==> src/rtl/vio_wb_mux.sv <==
// vio_wb_mux: registered Wishbone slave-side interconnect fanning one master out to NSLV peripheral channels.
// Optional build macro VIO_WB_TIMEOUT_EN adds a BUSY-state watchdog that ends silent transfers with an error.
module vio_wb_mux #(
  parameter int                   NSLV     = 4,
  parameter int                   DW       = 32,
  parameter int                   AW       = 32,
  parameter int                   DEC_HI   = 31,
  parameter int                   DEC_LO   = 12,
  parameter logic [NSLV*AW-1:0]   BASE_ADR = {NSLV{32'h0}},
  parameter int                   TIMEOUT  = 255
) (
  input  logic                 wbs_clk,
  input  logic                 wbs_rst_n,
  input  logic [AW-1:0]        wbs_adr_i,
  input  logic [DW-1:0]        wbs_dat_i,
  input  logic [DW/8-1:0]      wbs_sel_i,
  input  logic                 wbs_we_i,
  input  logic                 wbs_stb_i,
  input  logic                 wbs_cyc_i,
  output logic [DW-1:0]        wbs_dat_o,
  output logic                 wbs_ack_o,
  output logic                 wbs_err_o,
  output logic                 wbs_stall_o,
  output logic [AW-1:0]        slv_adr_o,
  output logic [DW-1:0]        slv_dat_o,
  output logic [DW/8-1:0]      slv_sel_o,
  output logic                 slv_we_o,
  output logic [NSLV-1:0]      slv_cyc_o,
  output logic [NSLV-1:0]      slv_stb_o,
  input  logic [NSLV*DW-1:0]   slv_dat_i,
  input  logic [NSLV-1:0]      slv_ack_i,
  input  logic [NSLV-1:0]      slv_err_i
);

  localparam int IW  = (NSLV > 1) ? $clog2(NSLV) : 1;
  localparam int DFW = DEC_HI - DEC_LO + 1;

  typedef enum logic [1:0] {IDLE, BUSY, RESP, ERR} state_t;

  state_t          state, state_nxt;
  logic            resp_ok, resp_ok_nxt;
  logic [IW-1:0]   idx, hit_idx;
  logic            hit, req;
  logic            sel_ack, sel_err;
  logic [DW-1:0]   sel_dat;
  logic            tmo_hit;

  assign req     = wbs_cyc_i & wbs_stb_i;
  assign sel_ack = slv_ack_i[idx];
  assign sel_err = slv_err_i[idx];
  assign sel_dat = slv_dat_i[idx*DW +: DW];

  // Descending scan so the lowest matching channel is the one left standing.
  always_comb begin
    hit     = 1'b0;
    hit_idx = '0;
    for (int i = NSLV - 1; i >= 0; i--) begin
      if (wbs_adr_i[DEC_HI:DEC_LO] == BASE_ADR[i*AW+DEC_LO +: DFW]) begin
        hit     = 1'b1;
        hit_idx = IW'(i);
      end
    end
  end

`ifdef VIO_WB_TIMEOUT_EN
  logic [15:0] tmo_cnt;

  always_ff @(posedge wbs_clk or negedge wbs_rst_n) begin
    if (!wbs_rst_n)
      tmo_cnt <= '0;
    else if (state != BUSY)
      tmo_cnt <= '0;
    else
      tmo_cnt <= tmo_cnt + 16'd1;
  end

  assign tmo_hit = (tmo_cnt == 16'(TIMEOUT - 1));
`else
  // TIMEOUT is never 0, so without the watchdog BUSY never times out.
  assign tmo_hit = (TIMEOUT == 0);
`endif

  always_ff @(posedge wbs_clk or negedge wbs_rst_n) begin
    if (!wbs_rst_n) begin
      state   <= IDLE;
      resp_ok <= 1'b0;
    end else begin
      state   <= state_nxt;
      resp_ok <= resp_ok_nxt;
    end
  end

  // Master abort outranks any response seen in the same cycle; err outranks ack.
  always_comb begin
    state_nxt   = state;
    resp_ok_nxt = resp_ok;
    case (state)
      IDLE: begin
        if (req)
          state_nxt = hit ? BUSY : ERR;
      end
      BUSY: begin
        if (!wbs_cyc_i) begin
          state_nxt = IDLE;
        end else if (sel_err) begin
          state_nxt   = RESP;
          resp_ok_nxt = 1'b0;
        end else if (sel_ack) begin
          state_nxt   = RESP;
          resp_ok_nxt = 1'b1;
        end else if (tmo_hit) begin
          state_nxt   = RESP;
          resp_ok_nxt = 1'b0;
        end
      end
      RESP:    state_nxt = IDLE;
      ERR:     state_nxt = IDLE;
      default: state_nxt = IDLE;
    endcase
  end

  always_ff @(posedge wbs_clk or negedge wbs_rst_n) begin
    if (!wbs_rst_n) begin
      idx       <= '0;
      slv_adr_o <= '0;
      slv_dat_o <= '0;
      slv_sel_o <= '0;
      slv_we_o  <= 1'b0;
      wbs_dat_o <= '0;
    end else begin
      if (state == IDLE && req && hit) begin
        idx       <= hit_idx;
        slv_adr_o <= wbs_adr_i;
        slv_dat_o <= wbs_dat_i;
        slv_sel_o <= wbs_sel_i;
        slv_we_o  <= wbs_we_i;
      end
      if (state == BUSY && wbs_cyc_i && sel_ack && !sel_err && !slv_we_o)
        wbs_dat_o <= sel_dat;
    end
  end

  always_comb begin
    slv_stb_o = '0;
    if (state == BUSY)
      slv_stb_o[idx] = 1'b1;
  end

  assign slv_cyc_o   = slv_stb_o;
  assign wbs_ack_o   = (state == RESP) && resp_ok;
  assign wbs_err_o   = (state == ERR) || ((state == RESP) && !resp_ok);
  assign wbs_stall_o = (state != IDLE);

endmodule
==> config.mk <==
export PLATFORM = sky130hd
export DESIGN_NAME = vio_wb_mux
export DESIGN_NICKNAME = d
export VERILOG_FILES = /design/src/rtl/vio_wb_mux.sv
export SDC_FILE = /design/constraint.sdc
export NUM_CORES = 1
export LEC_CHECK = 0
export BUFFER_PORTS_ARGS = -buffer_cell sky130_fd_sc_hd__buf_2
export CORE_AREA = 2 2 123 125
export DETAILED_ROUTE_END_ITERATION = 8
export DIE_AREA = 0 0 125 127
export PLACE_DENSITY_LB_ADDON = 0.2
export SYNTH_ARGS = -nofsm -noshare
export SYNTH_HDL_FRONTEND = slang
export SYNTH_SLANG_ARGS = --single-unit
==> constraint.sdc <==
create_clock -name wbs_clk -period 2.2 [get_ports wbs_clk]
set_clock_uncertainty 0.05 [all_clocks]
set_input_delay 0.22 -clock wbs_clk [delete_from_list [all_inputs] [get_ports wbs_clk]]
set_output_delay 0.22 -clock wbs_clk [all_outputs]
set_load 0.1 [all_outputs]
==> results of run 1 <==
-- cell usage after synthesis, drive strengths merged (2+ instances only) --
cell type	instances	area, µm²
a31oi	2	12.5
buf	13	106
clkbuf	4	15.0
dfrtp	104	2600
mux2	81	912
nand4	2	12.5
nor2	3	11.3
nor2b	21	131
nor4	4	25.0
-- worst max-delay path by stage --
stage                         startpoint                       end  slack (ps)  depth (start not counted)
floorplan           state[0]$_DFFE_PN0P_                 wbs_err_o          50                          2
global placement           wbs_adr_i[13]  slv_dat_o[1]$_DFFE_PN0P_         220                          5
detailed placement         wbs_adr_i[13]  slv_dat_o[0]$_DFFE_PN0P_         190                          5
CTS                 state[0]$_DFFE_PN0P_  slv_dat_o[7]$_DFFE_PN0P_         200                          5
global route        state[0]$_DFFE_PN0P_  slv_dat_o[5]$_DFFE_PN0P_          50                          5
finish              state[0]$_DFFE_PN0P_  slv_sel_o[3]$_DFFE_PN0P_         240                          5
-- what timing repair did --
item | CTS | global route
hold endpoints to repair | 37 | 0
buffers inserted | 0 | 0
hold buffers | 1 | 0
-- routing by layer --
metal | GRT usage (%) | vias to the layer above
li1 | - | 1271
met1 | 14.7 | 1299
met2 | 19.4 | 152
met3 | 5.36 | 13
met4 | 5.29 | 2
met5 | 0 | -
-- cell type report --
type | count | area [µm²]
Tap cell | 184 | 230
Inverter | 1 | 3.75
Clock buffer | 10 | 239
Clock inverter | 5 | 81.3
Fill cell | 1437 | 8910
Multi-Input combinational cell | 129 | 1200
Timing Repair Buffer | 219 | 1160
Sequential cell | 104 | 2600
-- power by group through the flow --
stage               registers (µW)  clock network, µW  logic (µW)
floorplan                     3420                  0         305
global placement              2200                  0        1880
detailed placement            2200                  0        1900
CTS                           2170               1770        1900
global route                  2200               1850        1940
finish                        2170               1710        1880
-- sequential cells by signal (all words and copies together) (netlist names) --
| register | cells |
|---|---|
| slv_adr_o | 32 |
| slv_sel_o | 4 |
| state | 2 |
| slv_dat_o | 32 |
| resp_ok | 1 |
| wbs_dat_o | 32 |
| slv_we_o | 1 |
-- critical path, cell delays in order, from the launching register on --
cell,delay (ps)
dfrtp_1,430
inv_1,160
nand3_1,220
nor3_4,340
buf_12,270
mux2_2,360
-- kinds of logic (layout without fill, tap and decap cells) --
group	Yosys count	in the layout	synth area share (%)
flops	104	104	66.5
mux	81	81	23.3
simple gates	36	36	5.85
buf+inv	18	235	3.20
compound gates	6	6	0.992
other cells	1	6	0.0959
-- per-stage QoR --
stage,util (%),power [µW]
2_1_floorplan,-,3720
3_3_place_gp,36.0,4090
3_5_place_dp,36.0,4100
4_1_cts,38.3,5840
5_1_grt,38.3,5990
6_report,38.3,5760
==> results by group, run 1 <==
Clock tree
  – CTS tree: yes
  – Clock slew at reported path FFs: 70 ps
  – Clock buffer depth: 2
  – Inserted Clock Buffers: 9
  – Clock Tree Root: clkbuf_16
  – Post-CTS sizing: 0
  – # clock sinks: 104
  – Clock latency on the worst-skew pair: 340 ps
  – CTS H-tree depth: 3

Floorplan
  – Die Span X: 125 µm
  – Initial core utilization: 27.1%
  – Io pins: 321
  – Core ar.: 14400 µm²
  – Total die area: 15900 µm²
  – Die Y: 127 µm
  – Standard-cell row count: 44

STA
  – Final setup viols: 0
  – Unrepaired setup endpoints after global routing: no
  – Final Hold Viols: 0
  – Final Cycle Share: 89.1%
  – Setup ws final: 240 ps
  – Max-slew headroom: 66.5%
  – Hold WS: 40.6 ps
  – Fin. max-slew vios: 0
  – Tmin final: 1960 ps
  – Setup TNS: 0 ps
  – Top achievable clock speed: 510 MHz
  – Worst slew pin tran: 503 ps

Cells and area
  – Commonest cells after routing, fill and taps aside: buf_2, dfrtp_1, mux2_2
  – Ant. Diodes: 0
  – Commonest non-fill, non-tap cell in the layout: buf_2
  – Share of layout cells above drive strength 1: 67.1%
  – # nets final: 673
  – Area grow syn2layout: 41.1%
  – Finished Cell Area: 5520 µm²
  – Final std cells w/o fill: 652

Critical path
  – Worst Setup End Kind: flip-flop
  – Required time worst endpoint: 2380 ps
  – Crit path max fanout: 42
  – CP arrival: 2140 ps
  – Worst Setup Start Kind: flip-flop
  – Worst r2r path cells: 5
  – Reg2Reg Setup Slack: 240 ps
  – RR Startpoint: state[0]$_DFFE_PN0P_
  – CP Class: flip-flop to flip-flop
  – Reg2reg end: slv_sel_o[3]$_DFFE_PN0P_

Logic synthesis
  – Post-synth ARST share: 100%
  – Post-synthesis register bit count: 104
  – Cell count after synthesis: 246
  – Synth warn: 0
  – Post-synthesis sequential area ratio: 66.5%
  – Post-synth top flop: dfrtp_1
  – Cell Area, Synth: 3910 µm²
  – Syn_area_per_cell: 15.9 µm²
  – Synth unique cells: 24
  – EDFF count, synth: 0

Hold path
  – Worst Hold Class: input pin to flip-flop
  – Worst Hold Launch: wbs_adr_i[7]
  – WHS Endpoint: slv_adr_o[7]$_DFFE_PN0P_
  – WHS Path Cells: 2

Pwr
  – Clock power share: 29.7%
  – Logic pwr share: 32.6%
  – Psw: 2330 µW
  – Switching share of total power: 40.5%
  – Max VDD drop: 0.843 mV
  – Pwr dens: 1040 nW/µm²
  – Sequential group share of total power: 37.7%
  – Cell-internal power: 3430 µW
  – Cell leakage power: 0.00317 µW

Route
  – Routed Antenna Nets: 0
  – 1st-iter DRT viols: 48
  – First-pass iteration count of the detailed router: 3
  – Total wire length: 9280 µm
  – Vias: 2737
  – Metal2 WL: 4230 µm
  – DRC viols: 0
  – Top routing layer used: met5
  – Average wire per standard cell: 14.2 µm
  – WL met3: 1010 µm
  – Drt via density: 4.20
  – DRT met1 WL: 3850 µm

Global route
  – Largest net degree at the start of global routing: 53
  – Total GRT Usage: 12.3%
  – Antenna violations before repair: 1
  – Total grt overflow: 0
  – First-pass GRT wire length: 15300 µm
  – Vias in the first global route: 2886

Outcome
  – Status: finished, final reports clean

Flow run
  – Max-Cap Viols: 0

Place
  – Pre-CTS WS: 192 ps
  – Port-buffer cells: 212
  – RePlAce Congestion: 0.737
  – Placed cell count: 636
  – DPL Wire Length: 7070 µm
  – Placed instance area: 5190 µm²
No activity file was read; power rests on OpenSTA's default activity.
==> run 2: changes to the inputs <==
Settings changed: CORE_AREA 2 2 123 125 to 2 2 125 127, CTS_BUF_LIST set to sky130_fd_sc_hd__clkbuf_8, DIE_AREA 0 0 125 127 to 0 0 127 129.
==> run 2 against run 1 <==
Setup slack got worse by 84 ps. Flip-flop and latch count is the same. Critical endpoint is now slv_sel_o[0]$_DFFE_PN0P_. Count of clock-buffer cells in the layout fell by 1. Via count increased by 8.8%. Cell count rose by 9.0%. Cell area increased by 8.2%. Power fell by 4.6%.
==> results by group, run 2 (synthesis gave the netlist of run 1 again) <==
STA
  – Setup TNS: 0 ps (unchanged)
  – Fin. max-slew vios: 0 (unchanged)
  – Final Hold Viols: 0 (unchanged)
  – Tmin final: 2040 ps (+83.8 ps)
  – Final Cycle Share: 92.9% (+3.8 points)
  – Worst slew pin tran: 524 ps (+20.7 ps)
  – Top achievable clock speed: 489 MHz (-4.1%)
  – Setup ws final: 156 ps (-83.8 ps)
  – Unrepaired setup endpoints after global routing: no
  – Max-slew headroom: 65.3% (-1.1 points)
  – Final setup viols: 0 (unchanged)
  – Hold WS: 29.1 ps (-11.5 ps)

Route
  – Total wire length: 9830 µm (+6.0%)
  – Vias: 2978 (+8.8%)
  – DRC viols: 0 (unchanged)
  – 1st-iter DRT viols: 70 (+46%)
  – First-pass iteration count of the detailed router: 4 (+1)
  – Drt via density: 4.19 (-0.22%)
  – Average wire per standard cell: 13.8 µm (-2.8%)
  – Routed Antenna Nets: 0 (unchanged)

Cells and area
  – Area grow syn2layout: 52.7%
  – Commonest cells after routing, fill and taps aside: buf_2, dfrtp_1, mux2_2
  – Number of fill cells: 1445 (+0.56%)
  – Share of layout cells above drive strength 1: 59.8% (-7.2 points)
  – Commonest non-fill, non-tap cell in the layout: buf_2
  – # nets final: 729 (+8.3%)
  – Largest registers: slv_adr_o x32, slv_dat_o x32, wbs_dat_o x32
  – Ant. Diodes: 0 (unchanged)

Floorplan
  – Die Span X: 127 µm (+1.6%)
  – Initial core utilization: 26.1% (-1.0 points)
  – Die Y: 129 µm (+1.6%)
  – Standard-cell row count: 45 (+2.3%)
  – Io pins: 321 (unchanged)
  – Total die area: 16400 µm² (+3.2%)
  – Core ar.: 15000 µm² (+3.8%)

Critical path
  – CP Class: flip-flop to flip-flop
  – Cell family with the largest share of critical-path delay: simple AND/OR/NAND/NOR gates
  – CP arrival: 2250 ps (+110 ps)
  – Bufs and invs on worst path: 2 (unchanged)
  – Required time worst endpoint: 2410 ps (+30 ps)
  – Crit path max-delay cell type: dfrtp_1
  – Worst-path cell chain: inv_1 > nand3_1 > nor3_4 > buf_12 > mux2_2
  – Worst Setup Start Kind: flip-flop
  – Crit path max fanout: 44 (+4.8%)
  – Worst Setup End Kind: flip-flop
  – Worst stage delay on the critical path: 450 ps (+20 ps)

Hold path
  – Worst Hold Class: input pin to flip-flop

Global route
  – First-pass GRT wire length: 15300 µm (+0.22%)
  – Total GRT Usage: 12.0% (-0.23 points)
  – Vias in the first global route: 3111 (+7.8%)
  – Largest net degree at the start of global routing: 50 (-5.7%)
  – Antenna violations before repair: 0 (-1)
  – Total grt overflow: 0 (unchanged)

Place
  – Port-buffer cells: 212 (unchanged)
  – DPL Wire Length: 6960 µm (-1.6%)
  – RePlAce Congestion: 0.695 (-5.7%)
  – Pre-CTS WS: 75.0 ps (-117 ps)

Clock tree
  – Clock Tree Root: clkbuf_8
  – Clock latency on the worst-skew pair: 370 ps (+30 ps)
  – CTS H-tree depth: 3 (unchanged)
  – Inserted Clock Buffers: 9 (unchanged)
  – CTS tree: yes
  – Clock slew at reported path FFs: 100 ps (+30 ps)
  – # clock sinks: 104 (unchanged)
  – Clock buffer depth: 2 (unchanged)
  – Post-CTS Setup Repair Bufs: 0 (unchanged)

Outcome
  – Status: finished, final reports clean

Pwr
  – Pwr dens: 920 nW/µm² (-12%)
  – Total power draw: 5500 µW (-4.6%)
  – Cell leakage power: 0.00336 µW (+6.2%)
  – Max VDD drop: 0.727 mV (-14%)

Flow run
  – Max-Cap Viols: 0 (unchanged)
run 2: power breakdown:
group	internal (µW)	switching, µW	leakage, µW
clock network	738	626	0.000116
registers	2080	84.7	0.00141
logic	386	1580	0.00184
total	3210	2290	0.00336
run 2: per-layer routing:
layer / track usage, % / routed length [µm] / vias up
li1: - / - / 1382
met5: 0 / 0 / -
met3: 3.87 / 868 / 19
met2: 19.6 / 4640 / 153
met1: 14.2 / 4050 / 1424
met4: 6.53 / 273 / 0
run 2: metrics by stage:
step	util [%]	cells	cell area [µm²]
finish	39.9	711	5970
global placement	34.6	641	5190
CTS	39.9	711	5970
global route	39.9	711	5970
detailed placement	34.6	641	5190
floorplan	-	251	3930
run 2: final timing paths:
kind | startpoint | end | slack (ps) | depth (start not counted)
max in group asynchronous | wbs_rst_n | slv_dat_o[23]$_DFFE_PN0P_ | 1140 | 3
worst min-delay path | wbs_dat_i[15] | slv_dat_o[15]$_DFFE_PN0P_ | 30 | 2
min in group asynchronous | wbs_rst_n | slv_adr_o[23]$_DFFE_PN0P_ | 250 | 2
worst max-delay path | state[0]$_DFFE_PN0P_ | slv_sel_o[0]$_DFFE_PN0P_ | 160 | 5
worst max register to register | state[0]$_DFFE_PN0P_ | slv_sel_o[0]$_DFFE_PN0P_ | 160 | 5
worst min register to register | slv_adr_o[0]$_DFFE_PN0P_ | slv_adr_o[0]$_DFFE_PN0P_ | 440 | 1
run 2: layout make-up:
cell class                      instances  area (µm²)  share of cell area, %
Clock buffer                            9         124                   2.07
Clock inverter                          5        98.8                   1.66
Inverter                                1        3.75                 0.0629
Multi-Input combinational cell        129        1200                   20.2
Sequential cell                       104        2600                   43.6
Tap cell                              188         235                   3.94
Timing Repair Buffer                  275        1700                   28.5
run 2: worst register-to-register path, stage by stage, from the launching register on:
cell,delay (ps)
dfrtp_1,450
inv_1,170
nand3_1,250
nor3_4,350
buf_12,270
mux2_2,390
run 2: what timing repair did:
action | in CTS | in global routing
resized for setup | 0 | 0
hold buffers | 56 | 0
hold endpoints to repair | 83 | 0
==> run 3: changes to the inputs <==
--- a/config.mk
+++ b/config.mk
@@ -8,5 +8,5 @@
 export BUFFER_PORTS_ARGS = -buffer_cell sky130_fd_sc_hd__buf_2
 export CORE_AREA = 2 2 125 127
-export CTS_BUF_LIST = sky130_fd_sc_hd__clkbuf_8
+export CTS_BUF_LIST = sky130_fd_sc_hd__clkbuf_4
 export DETAILED_ROUTE_END_ITERATION = 8
 export DIE_AREA = 0 0 127 129
--- a/constraint.sdc
+++ b/constraint.sdc
@@ -3,3 +3,3 @@
 set_input_delay 0.22 -clock wbs_clk [delete_from_list [all_inputs] [get_ports wbs_clk]]
 set_output_delay 0.22 -clock wbs_clk [all_outputs]
-set_load 0.1 [all_outputs]
+set_load 0.05 [all_outputs]
==> run 3 against run 2 <==
Die area did not move. Largest power group unchanged. Critical path depth did not move. Clock power fell by 16%. Highest routed layer unchanged.
==> results by group, run 3 (synthesis gave the netlist of run 1 again) <==
Outcome
  – Status: finished, final reports clean

Cells and area
  – Number of fill cells: 1410 (-2.4%)
  – # nets final: 756 (+3.7%)
  – Largest registers: slv_adr_o x32, slv_dat_o x32, wbs_dat_o x32
  – Multi-input gate area: 1200 µm² (-0.21%)
  – FF/Latch Area: 2600 µm² (unchanged)
  – Commonest non-fill, non-tap cell in the layout: buf_2
  – Share of layout cells above drive strength 1: 56.7% (-3.1 points)
  – Area grow syn2layout: 58.5%
  – Ant. Diodes: 0 (unchanged)
  – Commonest cells after routing, fill and taps aside: buf_2, dfrtp_1, dlygate4sd3_1

STA
  – Setup ws final: 253 ps (+96.3 ps)
  – Fin. max-slew vios: 0 (unchanged)
  – Worst slew pin tran: 577 ps (+53.9 ps)
  – Unrepaired setup endpoints after global routing: no
  – Top achievable clock speed: 514 MHz (+4.9%)
  – Final setup viols: 0 (unchanged)
  – Final Cycle Share: 88.5% (-4.4 points)
  – Max-slew headroom: 61.5% (-3.8 points)
  – Final Hold Viols: 0 (unchanged)
  – Setup TNS: 0 ps (unchanged)
  – Tmin final: 1950 ps (-96.3 ps)

Route
  – Vias: 3054 (+2.6%)
  – Average wire per standard cell: 13.6 µm (-1.5%)
  – DRC viols: 0 (unchanged)
  – Routed Antenna Nets: 0 (unchanged)
  – Total wire length: 10100 µm (+2.5%)
  – Drt via density: 4.13 (-1.5%)
  – First-pass iteration count of the detailed router: 4 (unchanged)
  – 1st-iter DRT viols: 41 (-41%)

Global route
  – Total GRT Usage: 12.5% (+0.44 points)
  – GRT busiest layer: met2
  – Met2 usage: 20.5% (+0.89 points)
  – Vias in the first global route: 3242 (+4.2%)
  – Total grt overflow: 0 (unchanged)
  – First-pass GRT wire length: 16000 µm (+4.6%)
  – M1 GR Usage: 14.7% (+0.44 points)
  – Largest net degree at the start of global routing: 105 (+110%)
  – Routing usage on met3: 5.03% (+1.2 points)
  – Antenna violations before repair: 0 (unchanged)

Critical path
  – Worst Setup Start Kind: flip-flop
  – Required time worst endpoint: 2500 ps (+90 ps)
  – Cell family with the largest share of critical-path delay: simple AND/OR/NAND/NOR gates
  – CP Class: flip-flop to flip-flop
  – Crit path max-delay cell type: dfrtp_1
  – CP arrival: 2250 ps (about the same)
  – Worst stage delay on the critical path: 450 ps (about the same)
  – Bufs and invs on worst path: 1 (-1)
  – Crit path max fanout: 35 (-20%)
  – Worst Setup End Kind: flip-flop
  – Worst-path cell chain: nor2b_1 > nand3_1 > nor3_4 > buf_12 > mux2_2

Clock tree
  – Clock latency on the worst-skew pair: 460 ps (+90 ps)
  – Post-CTS Setup Repair Bufs: 0 (unchanged)
  – Post-CTS sizing: 0 (unchanged)
  – Clock Tree Root: clkbuf_4
  – Clock slew at reported path FFs: 160 ps (+60 ps)
  – # clock sinks: 104 (unchanged)
  – CTS tree: yes
  – Clock buffer depth: 2 (unchanged)
  – Inserted Clock Buffers: 9 (unchanged)
  – CTS H-tree depth: 3 (unchanged)

Floorplan
  – Initial core utilization: 26.1% (unchanged)
  – Standard-cell row count: 45 (unchanged)
  – Total die area: 16400 µm² (unchanged)
  – Die Span X: 127 µm (unchanged)
  – Core ar.: 15000 µm² (unchanged)
  – Io pins: 321 (unchanged)
  – Die Y: 129 µm (unchanged)

Place
  – Pre-CTS WS: 192 ps (+117 ps)
  – RePlAce Congestion: 0.700 (+0.73%)
  – DPL Wire Length: 6800 µm (-2.3%)
  – Port-buffer cells: 212 (unchanged)

Pwr
  – Cell leakage power: 0.00345 µW (+2.6%)
  – Pwr dens: 743 nW/µm² (-19%)
  – Total power draw: 4610 µW (-16%)
  – Max VDD drop: 0.472 mV (-35%)

Hold path
  – Worst Hold Class: input pin to flip-flop

Flow run
  – Max-Cap Viols: 0 (unchanged)
run 3: cell count changes in the layout (fill, tap and decap cells not counted):
| cell | previous run | this run |
|---|---|---|
| a21boi_1 | 1 | 0 |
| dlygate4sd3_1 | 56 | 85 |
| inv_1 | 2 | 1 |
| a21boi_0 | 0 | 1 |
| inv_6 | 0 | 3 |
| buf_12 | 2 | 3 |
| bufinv_16 | 3 | 2 |
| nor2_1 | 2 | 3 |
| nor2_2 | 1 | 0 |
| clkinv_4 | 0 | 1 |
| clkbuf_8 | 9 | 0 |
| buf_4 | 6 | 3 |
| clkbuf_4 | 0 | 9 |
run 3: worst reg2reg max path: stages, from the launching register on:
cell     delay (ps)
dfrtp_1         450
nor2b_1         160
nand3_1         210
nor3_4          340
buf_12          250
mux2_2          380
run 3: what timing repair did:
| action | in CTS | in global routing |
|---|---|---|
| endpoints found under the hold margin | 187 | 0 |
| setup endpoints to repair | 0 | 0 |
| hold buffers | 85 | 0 |
run 3: per-stage QoR:
stage / area [µm²] / cells / util, % / hold WS, ps
2_1_floorplan: 3930 / 251 / - / -126
3_3_place_gp: 5180 / 639 / 34.6 / 279
3_5_place_dp: 5180 / 639 / 34.6 / 287
4_1_cts: 6200 / 740 / 41.4 / 106
5_1_grt: 6200 / 740 / 41.4 / 129
6_report: 6200 / 740 / 41.4 / 139
run 3: area by class of cell:
cell class	count	area share, %
multi-input cells	129	19.4
well taps	188	3.79
flip-flops and latches	104	42.0
inverters	1	0.0605
clock buffers	9	1.09
clock inverters	7	1.61
repair buffers	302	32.1
run 3: worst paths after layout:
| path | slack [ps] | endpoint | startpoint | depth (start not counted) |
|---|---|---|---|---|
| worst max-delay path | 250 | slv_dat_o[10]$_DFFE_PN0P_ | state[1]$_DFFE_PN0P_ | 5 |
| worst min-delay path | 140 | state[1]$_DFFE_PN0P_ | wbs_stb_i | 3 |
| worst max register to register | 250 | slv_dat_o[10]$_DFFE_PN0P_ | state[1]$_DFFE_PN0P_ | 5 |
| worst min register to register | 450 | slv_adr_o[0]$_DFFE_PN0P_ | slv_adr_o[0]$_DFFE_PN0P_ | 1 |
| max in group asynchronous | 1370 | wbs_dat_o[28]$_DFFE_PN0P_ | wbs_rst_n | 3 |
| min in group asynchronous | 270 | slv_adr_o[0]$_DFFE_PN0P_ | wbs_rst_n | 3 |
run 3: per-layer routing:
layer / routed length, µm / part of all wire [%] / vias up
li1: - / - / 1443
met1: 4100 / 41 / 1441
met2: 4850 / 48 / 153
met3: 942 / 9.3 / 17
met4: 183 / 1.8 / 0
met5: 0 / 0 / -
run 3: report_power, final:
part	total, µW	switching (µW)	internal (µW)
sequential	2170	85.1	2080
clock	1140	670	474
combinational	1300	876	420
total	4610	1630	2980
